## src/rtl/wrapper_test_pkg.sv

```systemverilog
// Shared types and constants for the IEEE 1500 wrapper serial-path test blocks.
package wrapper_test_pkg;

    typedef enum logic {
        IDLE  = 1'b0,
        SHIFT = 1'b1
    } state_t;

    localparam int DEFAULT_SIZE = 12;

    // bit_cnt must be able to hold the value SIZE itself
    function automatic int cnt_width(input int size);
        return $clog2(size + 1);
    endfunction

endpackage

```

## src/rtl/wso_word_compare.sv

```systemverilog
// Compares each completed word with an expected value; pulses mismatch and
// keeps a saturating error count. Only instantiated when COMPARE_EN is defined.
module wso_word_compare
    import wrapper_test_pkg::*;
#(
    parameter int SIZE = DEFAULT_SIZE
) (
    input  logic            WRCK,
    input  logic            WRSTN,
    input  logic            complete,
    input  logic [SIZE-1:0] word,
    input  logic [SIZE-1:0] expected,
    output logic            mismatch,
    output logic [7:0]      err_cnt
);

    logic [SIZE-1:0] diff;
    logic            mismatch_reg;
    logic [7:0]      err_cnt_reg;

    genvar gi;
    generate
        for (gi = 0; gi < SIZE; gi++) begin : g_diff
            assign diff[gi] = word[gi] ^ expected[gi];
        end
    endgenerate

    always_ff @(posedge WRCK or negedge WRSTN) begin
        if (!WRSTN) begin
            mismatch_reg <= 1'b0;
            err_cnt_reg  <= 8'd0;
        end else begin
            mismatch_reg <= complete && (|diff);
            if (complete && (|diff) && (err_cnt_reg != 8'hFF)) begin
                err_cnt_reg <= err_cnt_reg + 8'd1;
            end
        end
    end

    assign mismatch = mismatch_reg;
    assign err_cnt  = err_cnt_reg;

endmodule

```

## src/rtl/wso_capture_deserializer.sv

```systemverilog
// Serial-in/parallel-out receiver for the wrapper WSO path, MSB first, with a
// valid/ready output. Optional expected-value checking under `define COMPARE_EN.
module wso_capture_deserializer
    import wrapper_test_pkg::*;
#(
    parameter int SIZE = DEFAULT_SIZE
) (
    input  logic            WRCK,
    input  logic            WRSTN,
    input  logic            clr,
    input  logic            shift_en,
    input  logic            WSO,
    input  logic            data_ready,
`ifdef COMPARE_EN
    input  logic [SIZE-1:0] expected,
    output logic            mismatch,
    output logic [7:0]      err_cnt,
`endif
    output logic [SIZE-1:0] data_out,
    output logic            data_valid,
    output logic            busy,
    output logic            frame_err,
    output logic            overrun
);

    localparam int CW = cnt_width(SIZE);
    localparam logic [CW-1:0] LAST_CNT = CW'(SIZE - 1);

    state_t          state_reg, state_next;
    logic [CW-1:0]   bit_cnt_reg, bit_cnt_next;
    logic [SIZE-2:0] shift_reg, shift_next;
    logic [SIZE-1:0] word;
    logic            complete;
    logic            abort;

    logic [SIZE-1:0] data_out_reg;
    logic            data_valid_reg;
    logic            frame_err_reg;
    logic            overrun_reg;

    // The incoming bit is appended below the bits already held
    assign word = {shift_reg, WSO};

    always_ff @(posedge WRCK or negedge WRSTN) begin
        if (!WRSTN) begin
            state_reg   <= IDLE;
            bit_cnt_reg <= '0;
            shift_reg   <= '0;
        end else begin
            state_reg   <= state_next;
            bit_cnt_reg <= bit_cnt_next;
            shift_reg   <= shift_next;
        end
    end

    always_comb begin
        state_next   = state_reg;
        bit_cnt_next = bit_cnt_reg;
        shift_next   = shift_reg;
        complete     = 1'b0;
        abort        = 1'b0;
        if (clr) begin
            state_next   = IDLE;
            bit_cnt_next = '0;
        end else begin
            case (state_reg)
                IDLE: begin
                    if (shift_en) begin
                        shift_next   = word[SIZE-2:0];
                        bit_cnt_next = CW'(1);
                        state_next   = SHIFT;
                    end
                end
                SHIFT: begin
                    if (shift_en) begin
                        shift_next = word[SIZE-2:0];
                        if (bit_cnt_reg == LAST_CNT) begin
                            complete     = 1'b1;
                            bit_cnt_next = '0;
                        end else begin
                            bit_cnt_next = bit_cnt_reg + CW'(1);
                        end
                    end else begin
                        abort        = (bit_cnt_reg != '0);
                        bit_cnt_next = '0;
                        state_next   = IDLE;
                    end
                end
                default: begin
                    state_next   = IDLE;
                    bit_cnt_next = '0;
                end
            endcase
        end
    end

    always_comb begin
        busy = (state_reg == SHIFT);
    end

    always_ff @(posedge WRCK or negedge WRSTN) begin
        if (!WRSTN) begin
            data_out_reg   <= '0;
            data_valid_reg <= 1'b0;
            frame_err_reg  <= 1'b0;
            overrun_reg    <= 1'b0;
        end else begin
            frame_err_reg <= abort;
            if (clr) begin
                data_valid_reg <= 1'b0;
            end else if (complete) begin
                // A handshake in the same cycle frees the slot for the new word
                if (!data_valid_reg || data_ready) begin
                    data_out_reg   <= word;
                    data_valid_reg <= 1'b1;
                end else begin
                    overrun_reg <= 1'b1;
                end
            end else if (data_valid_reg && data_ready) begin
                data_valid_reg <= 1'b0;
            end
        end
    end

    assign data_out   = data_out_reg;
    assign data_valid = data_valid_reg;
    assign frame_err  = frame_err_reg;
    assign overrun    = overrun_reg;

`ifdef COMPARE_EN
    wso_word_compare #(
        .SIZE(SIZE)
    ) u_compare (
        .WRCK     (WRCK),
        .WRSTN    (WRSTN),
        .complete (complete),
        .word     (word),
        .expected (expected),
        .mismatch (mismatch),
        .err_cnt  (err_cnt)
    );
`endif

endmodule
```

## config.mk

```make
export PLATFORM = sky130hd
export DESIGN_NAME = wso_capture_deserializer
export DESIGN_NICKNAME = d
export VERILOG_FILES = /design/src/rtl/wrapper_test_pkg.sv /design/src/rtl/wso_word_compare.sv /design/src/rtl/wso_capture_deserializer.sv
export SDC_FILE = /design/constraint.sdc
export NUM_CORES = 1
export LEC_CHECK = 0
export CAP_MARGIN = 40
export CORE_ASPECT_RATIO = 1.2
export CORE_MARGIN = 8
export CORE_UTILIZATION = 41
export DETAILED_ROUTE_END_ITERATION = 10
export SLEW_MARGIN = 20
export SYNTH_ARGS = -nofsm -noshare
export SYNTH_HDL_FRONTEND = slang
export SYNTH_SLANG_ARGS = --single-unit
export TNS_END_PERCENT = 30
```

## constraint.sdc

```tcl
create_clock -name WRCK -period 2.1 [get_ports WRCK]
set_clock_uncertainty 0.05 [all_clocks]
set_input_delay 0.42 -clock WRCK [delete_from_list [all_inputs] [get_ports WRCK]]
set_output_delay 0.42 -clock WRCK [all_outputs]
set_load 0.005 [all_outputs]
```

; Word-level counts from Yosys, hierarchy flattened
; Index checks and enable logic that the tools add are counted.
[totals]
ff_bits = 31
out_inout_bits = 16
wordCells = 42
[op_classes]
n_addsub = 1
n_eq_ne = 3
mux = 19
n_bitwise = 3
n_reduce_logical = 9
[op_table]
columns = cell, count
row1 = $mux W4, 4
row2 = $mux W1, 13
row3 = $mux W11, 1
row4 = $pmux W4 S2, 1
row5 = $reduce_and A3 Y1, 2
row6 = $add A4 B1 Y4 const B, 1
row7 = $eq A4 B4 Y1 const B, 1
row8 = $reduce_and A2 Y1, 2
row9 = $reduce_bool A4 Y1, 1
row10 = $ne A3 B2 Y1 const B, 1
row11 = $ne A3 B3 Y1 const B, 1
row12 = $not A1 Y1, 3
row13 = $reduce_bool A3 Y1, 1
row14 = $logic_and A1 B1 Y1, 1
row15 = $logic_not A1 Y1, 1
row16 = $logic_or A1 B1 Y1, 1

; Longest topological paths before layout
; Gate-level depths: netlist of the first run.
[logic_depth]
ltp_word = 7
mapped_depth = 5
ltp_nobuf = 4

; Worst setup path after synthesis of the first run
; Ideal clock, no wire load.
[synth_path]
kind = flip-flop to flip-flop
start = reg bit_cnt_reg[1]
end = reg data_out_reg[10], in the netlist data_out[10]
setup_time_ns = 0.125
arrival_ns = 1.381
t_required_ns = 1.925
setup_slack_ns = 0.544
stages_incl_launch_ff = 6
period_less_slack_ns = 1.556
cell_sequence = dfrtp_1 -> ha_1 -> nand4b_2 -> nor3_4 -> buf_12 -> mux2_4
[synth_between]
elab_chain_len = 6
[synth_rtl]
columns = element, line
row1 = "start, declared", wso_capture_deserializer.sv:30  ; logic [CW-1:0] bit_cnt_reg, bit_cnt_next;
row2 = "start signal, assigned", wso_capture_deserializer.sv:51  ; bit_cnt_reg <= bit_cnt_next;
row3 = $eq A4 B4 Y1, wso_capture_deserializer.sv:77  ; if (bit_cnt_reg == LAST_CNT) begin
row4 = $mux W1, wso_capture_deserializer.sv:77
row5 = $mux W1, wso_capture_deserializer.sv:75  ; if (shift_en) begin
row6 = $mux W1, wso_capture_deserializer.sv:66  ; case (state_reg)
row7 = $mux W1, wso_capture_deserializer.sv:62  ; if (clr) begin
row8 = $reduce_and A3 Y1 (no source line), --
row9 = "end signal, assigned", wso_capture_deserializer.sv:114  ; data_out_reg <= word;
row10 = "end, declared", wso_capture_deserializer.sv:36  ; logic [SIZE-1:0] data_out_reg;
; No other way between the ends.
; A chain may end at the register's enable or synchronous reset.

; Worst setup path after layout of the first run
[layout_path]
start = reg state_reg, in the netlist busy
end = out busy
[layout_rtl]
columns = element, line
row1 = "start, declared", wso_capture_deserializer.sv:29  ; state_t state_reg, state_next;
row2 = "start signal, assigned", wso_capture_deserializer.sv:50  ; state_reg <= state_next;
row3 = "end, declared", wso_capture_deserializer.sv:21  ; output logic busy,
; No word-level cell between the ends.

==> run_results.csv, run 1 <==
group,metric,value,unit
outcome,outcome,"completed",
synth,synth_edf_count,0,
synth,syn-cell-area,1330,sq um
setup_path,cpPeakStageDelay,530,ps
synth,synth_top_area_frac,0.584,
route,avgRoutedWirePerCell,14.6,um
grt,grt_max_degree,32,
floorplan,row_count,22,
floorplan,dieHeight,78.3,um
layout,drive_above_1_share,0.190,
placement,place_ws,85.8,ps
setup_path,path_class,"reg2out",
floorplan,ioPinCount,22,
timing,period_share,0.837,
synth,synth_ff_type,"dfrtp_1",
setup_path,crit_arrival,1290,ps
power,power_density,649,nW/um^2
synth,yosysTopAreaCell,"dfrtp_1",
clocking,clockRootBuffer,"clkbuf_4",
setup_path,worstPathRequired,1630,ps
grt,globalRoute.totalOverflow,0,
grt,track_usage,0.106,
synth,ys_ff_latch,31,
floorplan,core_area,3080,sq um
route,wl,2600,um
route,route.vias.total,890,
timing,hold_violations,0,
layout,antenna_cells,0,
clocking,cts_hold_buf,0,
setup_path,cp_max_fo,5,
floorplan,die_w,67.9,um
layout,multi_input_area,509,sq um
clocking,ctsResizeCount,0,
clocking,path_clk_slew,90,ps
layout,largest_register_ffs,12,
clocking,cts_tree,"done",
clocking,htree_levels,2,
route,drtIter0Drc,70,
clocking,clkSinkCount,31,
timing,slew_headroom,0.745,
setup_path,cp_cell_sequence,"clkdlybuf4s50_1",
power,fin_total_pwr,1070,uW
clocking,cts_setup_buffers,0,
placement,place_area,1600,sq um
timing,setup_viol,0,
job,cap_viol_max_count,0,
layout,nets,151,
clocking,cts.path.max_buffers,2,
power,p_leak,0.000824,uW
timing,tns,0,ps
setup_path,critPathCaptureType,"primary output",
synth,avgSynthCellArea,11.9,sq um
synth,netlist_top_cells_count,"nand2_1 (35), dfrtp_1 (31), mux2_4 (10)",
placement,gp_congestion,0.823,
grt,grt_pass1_wl,4310,um
floorplan,start_util,0.431,
power,peakVddDrop,0.427,mV
synth,synth.distinct_cells,25,
placement,dp_hpwl,1840,um
synth,synth_nets,120,
route,firstDrtPassIters,4,
synth,netlist_top_cells_area,"dfrtp_1 (58%), mux2_4 (11%), nand2_1 (9.9%), ha_1 (1.9%), mux2_2 (1.7%)",
synth,yosysWarnings,0,
route,drc,0,
synth,synth_seq_area_share,0.584,
route,via_per_inst,5.00,
timing,worst_slack,342,ps
layout,ff_latch_area,776,sq um
layout,nFillCells,277,
synth,synth_most_common_cell,"nand2_1",
timing,worst_pin_slew,383,ps
setup_path,crit_family,"buffers and inverters",
grt,antenna_found_initial,0,
synth,async_flop_share,1.00,
layout,final_cell_area,1640,sq um
setup_path,cp_slowest_cell,"clkdlybuf4s50_1",
layout,synthToLayoutAreaGrowth,23.7,%
route,drtAntennaViolNets,0,
setup_path,r2r_slack,410,ps
timing,fin_crit,1760,ps
setup_path,critPathLaunchType,"register",
timing,fmaxAchievable,569,MHz
placement,place.port_buffers,21,
hold_path,hp-class,"reg2reg",
grt,grt_pass1_vias,979,
clocking,cts_made_buffers,5,
timing,maxSlewViolCount,0,
timing,rsz0062_at_grt,"no",
synth,syn-instance-count,112,
floorplan,die_area,5320,sq um
setup_path,crit_buf_inv,1,
clocking,clock_latency,320,ps
-- power breakdown --
part / internal, uW / switching [uW]
Sequential: 641 / 35.1
Combinational: 39.3 / 50.9
Clock: 119 / 181
Total: 799 / 267
-- logic make-up (layout without fill, tap and decap cells) --
| family | after synthesis | in the layout | share of synthesized area |
|---|---|---|---|
| compound gates | 7 | 7 | 0.0349 |
| fa+ha+maj | 2 | 2 | 0.0188 |
| buf+inv | 7 | 37 | 0.0320 |
| flops | 31 | 31 | 0.584 |
| mux | 13 | 13 | 0.138 |
| simple gates | 52 | 52 | 0.192 |
-- per-stage QoR --
stage                      util  instances  hold WS [ps]
after floorplan               -        112          74.4
after global placement    0.519        172           396
after detailed placement  0.519        172           398
after CTS                 0.532        178           419
after global routing      0.532        178           448
final                     0.532        178           410
-- placed cells by master, fill, tap and decap left out --
| master | n |
|---|---|
| o21ai_0 | 1 |
| nand2b_4 | 1 |
| nand4b_2 | 1 |
| mux2_4 | 10 |
| a31oi_1 | 2 |
| nor3_4 | 1 |
| nor2b_1 | 3 |
| dfrtp_1 | 31 |
| ha_1 | 2 |
| a21oi_1 | 1 |
| clkbuf_4 | 5 |
| buf_4 | 6 |
| or3b_1 | 1 |
| a21o_1 | 1 |
| nor3b_1 | 1 |
| a22oi_1 | 1 |
| a2111oi_0 | 1 |
| nand2_1 | 35 |
| mux2_2 | 2 |
| nor2_1 | 6 |
| nand3_1 | 1 |
| nand4b_1 | 1 |
| and2_2 | 1 |
| inv_1 | 4 |
| clkbuf_1 | 1 |
| clkdlybuf4s50_1 | 21 |
| mux2i_1 | 1 |
-- metal layers --
metal  routed length [um]  global-route usage  part of all wire
met1                 1160               0.125              0.45
met2                 1210               0.158              0.46
met3                  192              0.0455             0.074
met4                   43              0.0554             0.017
met5                    0                   0                 0
-- final cells by class --
cell class,count,share of cell area
well taps,36,0.0274
inverters,4,0.00915
clock buffers,6,0.0252
repair buffers,27,0.155
flip-flops and latches,31,0.473
multi-input cells,74,0.310
-- final timing paths --
path                                            startpoint                       to  cells past startpoint
worst max-delay path                        busy$_DFF_PN0_                     busy                      1
worst min-delay path                   overrun$_DFFE_PN0P_      overrun$_DFFE_PN0P_                      1
worst max register to register  bit_cnt_reg[1]$_DFFE_PN0P_  data_out[0]$_DFFE_PN0P_                      5
worst min register to register         overrun$_DFFE_PN0P_      overrun$_DFFE_PN0P_                      1
max in group asynchronous                            WRSTN  data_out[6]$_DFFE_PN0P_                      2
min in group asynchronous                            WRSTN      frame_err$_DFF_PN0_                      2
Note: power is estimated with default switching activity, not from simulation.
==> inputs of run 2 (changes only) <==
Settings changed: PLACE_DENSITY set to 0.67.
Clock period 2.1 ns to 1.55 ns, I/O delays scaled along.
==> run 2 against run 1 <==
  * Worst setup slack got worse by 330 ps
  * Die area unchanged
  * Core utilization increased by 4.2 points
  * Combinational power up 52%
  * Clock-buffer cell count is 2 higher
  * Critical path type is now reg2reg
  * Largest cell class unchanged
  * Largest power group unchanged
==> run_results.csv, run 2 (synthesized netlist as in run 1, its figures left out) <==
group,metric,value,unit
layout,fin_util,0.574,
route,drc,0,
route,via_per_inst,5.06,
setup_path,r2r_slack,10,ps
setup_path,reg2reg_from,"bit_cnt_reg[0]$_DFFE_PN0P_",
timing,fmaxAchievable,649,MHz
floorplan,die_area,5320,sq um
grt,track_usage,0.114,
setup_path,worstPathRequired,1710,ps
layout,layout_commonest_cell,"nand2_1",
clocking,htree_levels,2,
layout,mostFrequentLayoutCells,"nand2_1 (35), dfrtp_1 (30), dlygate4sd2_1 (13), mux2_4 (12), buf_4 (11)",
layout,nets,159,
layout,antenna_cells,0,
grt,grt_max_degree,32,
timing,tns,0,ps
placement,place_ws,-293,ps
clocking,path_clk_slew,90,ps
setup_path,critPathLaunchType,"register",
timing,setup_viol,0,
timing,rsz0062_at_grt,"yes",
layout,final_cell_area,1770,sq um
outcome,outcome,"completed",
setup_path,reg2reg_to,"data_out[3]$_DFFE_PN0P_",
setup_path,critPathCaptureType,"register",
route,route.vias.total,951,
setup_path,path_class,"reg2reg",
floorplan,core_area,3080,sq um
timing,period_share,0.994,
placement,place_area,1670,sq um
clocking,cts_tree,"done",
floorplan,row_count,22,
job,cap_viol_max_count,0,
floorplan,ioPinCount,22,
floorplan,dieHeight,78.3,um
timing,slew_headroom,0.770,
route,drtAntennaViolNets,0,
power,power_density,890,nW/um^2
placement,dp_hpwl,1900,um
timing,maxSlewViolCount,0,
setup_path,worstRegToRegCells,5,
floorplan,start_util,0.431,
placement,gp_congestion,0.784,
power,peakVddDrop,0.618,mV
clocking,clock_latency,320,ps
grt,grt_pass1_wl,4690,um
route,avgRoutedWirePerCell,14.4,um
setup_path,crit_end,"data_out[3]$_DFFE_PN0P_",
timing,fin_crit,1540,ps
setup_path,crit_arrival,1700,ps
layout,largest_register_ffs,12,
clocking,clkSinkCount,31,
grt,antenna_found_initial,0,
route,wl,2700,um
route,drtIter0Drc,29,
hold_path,hp-class,"in2async",
layout,synthToLayoutAreaGrowth,33.4,%
placement,place.port_buffers,21,
grt,globalRoute.totalOverflow,0,
clocking,cts_made_buffers,5,
floorplan,die_w,67.9,um
layout,fin_cells,188,
grt,grt_pass1_vias,990,
layout,drive_above_1_share,0.257,
setup_path,crit_start,"bit_cnt_reg[0]$_DFFE_PN0P_",
placement,dp.cells,178,
power,p_leak,0.00101,uW
clocking,clockRootBuffer,"clkbuf_4",
setup_path,cp_max_fo,6,
timing,hold_violations,0,
layout,nFillCells,291,
timing,worst_slack,9.70,ps
route,firstDrtPassIters,4,
timing,worst_pin_slew,337,ps
clocking,cts.path.max_buffers,2,
## run 2: cell type report
cell class,instances,area (sq um),share of cell area
clock buffers,8,68.8,0.0389
inverters,4,15.0,0.00848
multi-input cells,74,538,0.304
flip-flops and latches,31,777,0.439
well taps,36,45.0,0.0254
repair buffers,35,327,0.184
## run 2: through the flow
stage          power, uW  hold WS (ps)
2_1_floorplan        985         -35.6
3_3_place_gp        1060           393
3_5_place_dp        1070           398
4_1_cts             1590           299
5_1_grt             1660           300
6_report            1580           291
## run 2: what timing repair did
item	4_1_cts	5_1_grt
hold buffers	0	0
gates resized for setup	19	3
endpoints found under the setup margin	25	15
setup buffers	2	0
## run 2: how the worst min path moves through the flow
stage / to / slack (ps) / cells after the start
after floorplan: bit_cnt_reg[0]$_DFFE_PN0P_ / -40 / 0
after CTS: frame_err$_DFF_PN0_ / 300 / 2
after detailed placement: overrun$_DFFE_PN0P_ / 400 / 1
final: frame_err$_DFF_PN0_ / 290 / 2
after global routing: frame_err$_DFF_PN0_ / 300 / 2
after global placement: overrun$_DFFE_PN0P_ / 390 / 1
## run 2: per-layer routing
metal / vias to the layer above / track usage / wire length [um]
li1: 451 / - / -
met1: 472 / 0.137 / 1180
met2: 21 / 0.178 / 1280
met3: 7 / 0.0412 / 199
met4: 0 / 0.0493 / 43
met5: - / 0 / 0
## run 2: power breakdown
part | switching [uW] | internal, uW | total (uW)
combinational | 73.4 | 63.4 | 137
sequential | 48.6 | 868 | 917
clock | 255 | 267 | 522
## run 2: critical path: stages, from the launching register on
cell      delay, ps
dfrtp_1         400
ha_4            170
nand4b_4        130
nor3_4          190
buf_6           180
mux2_4          300
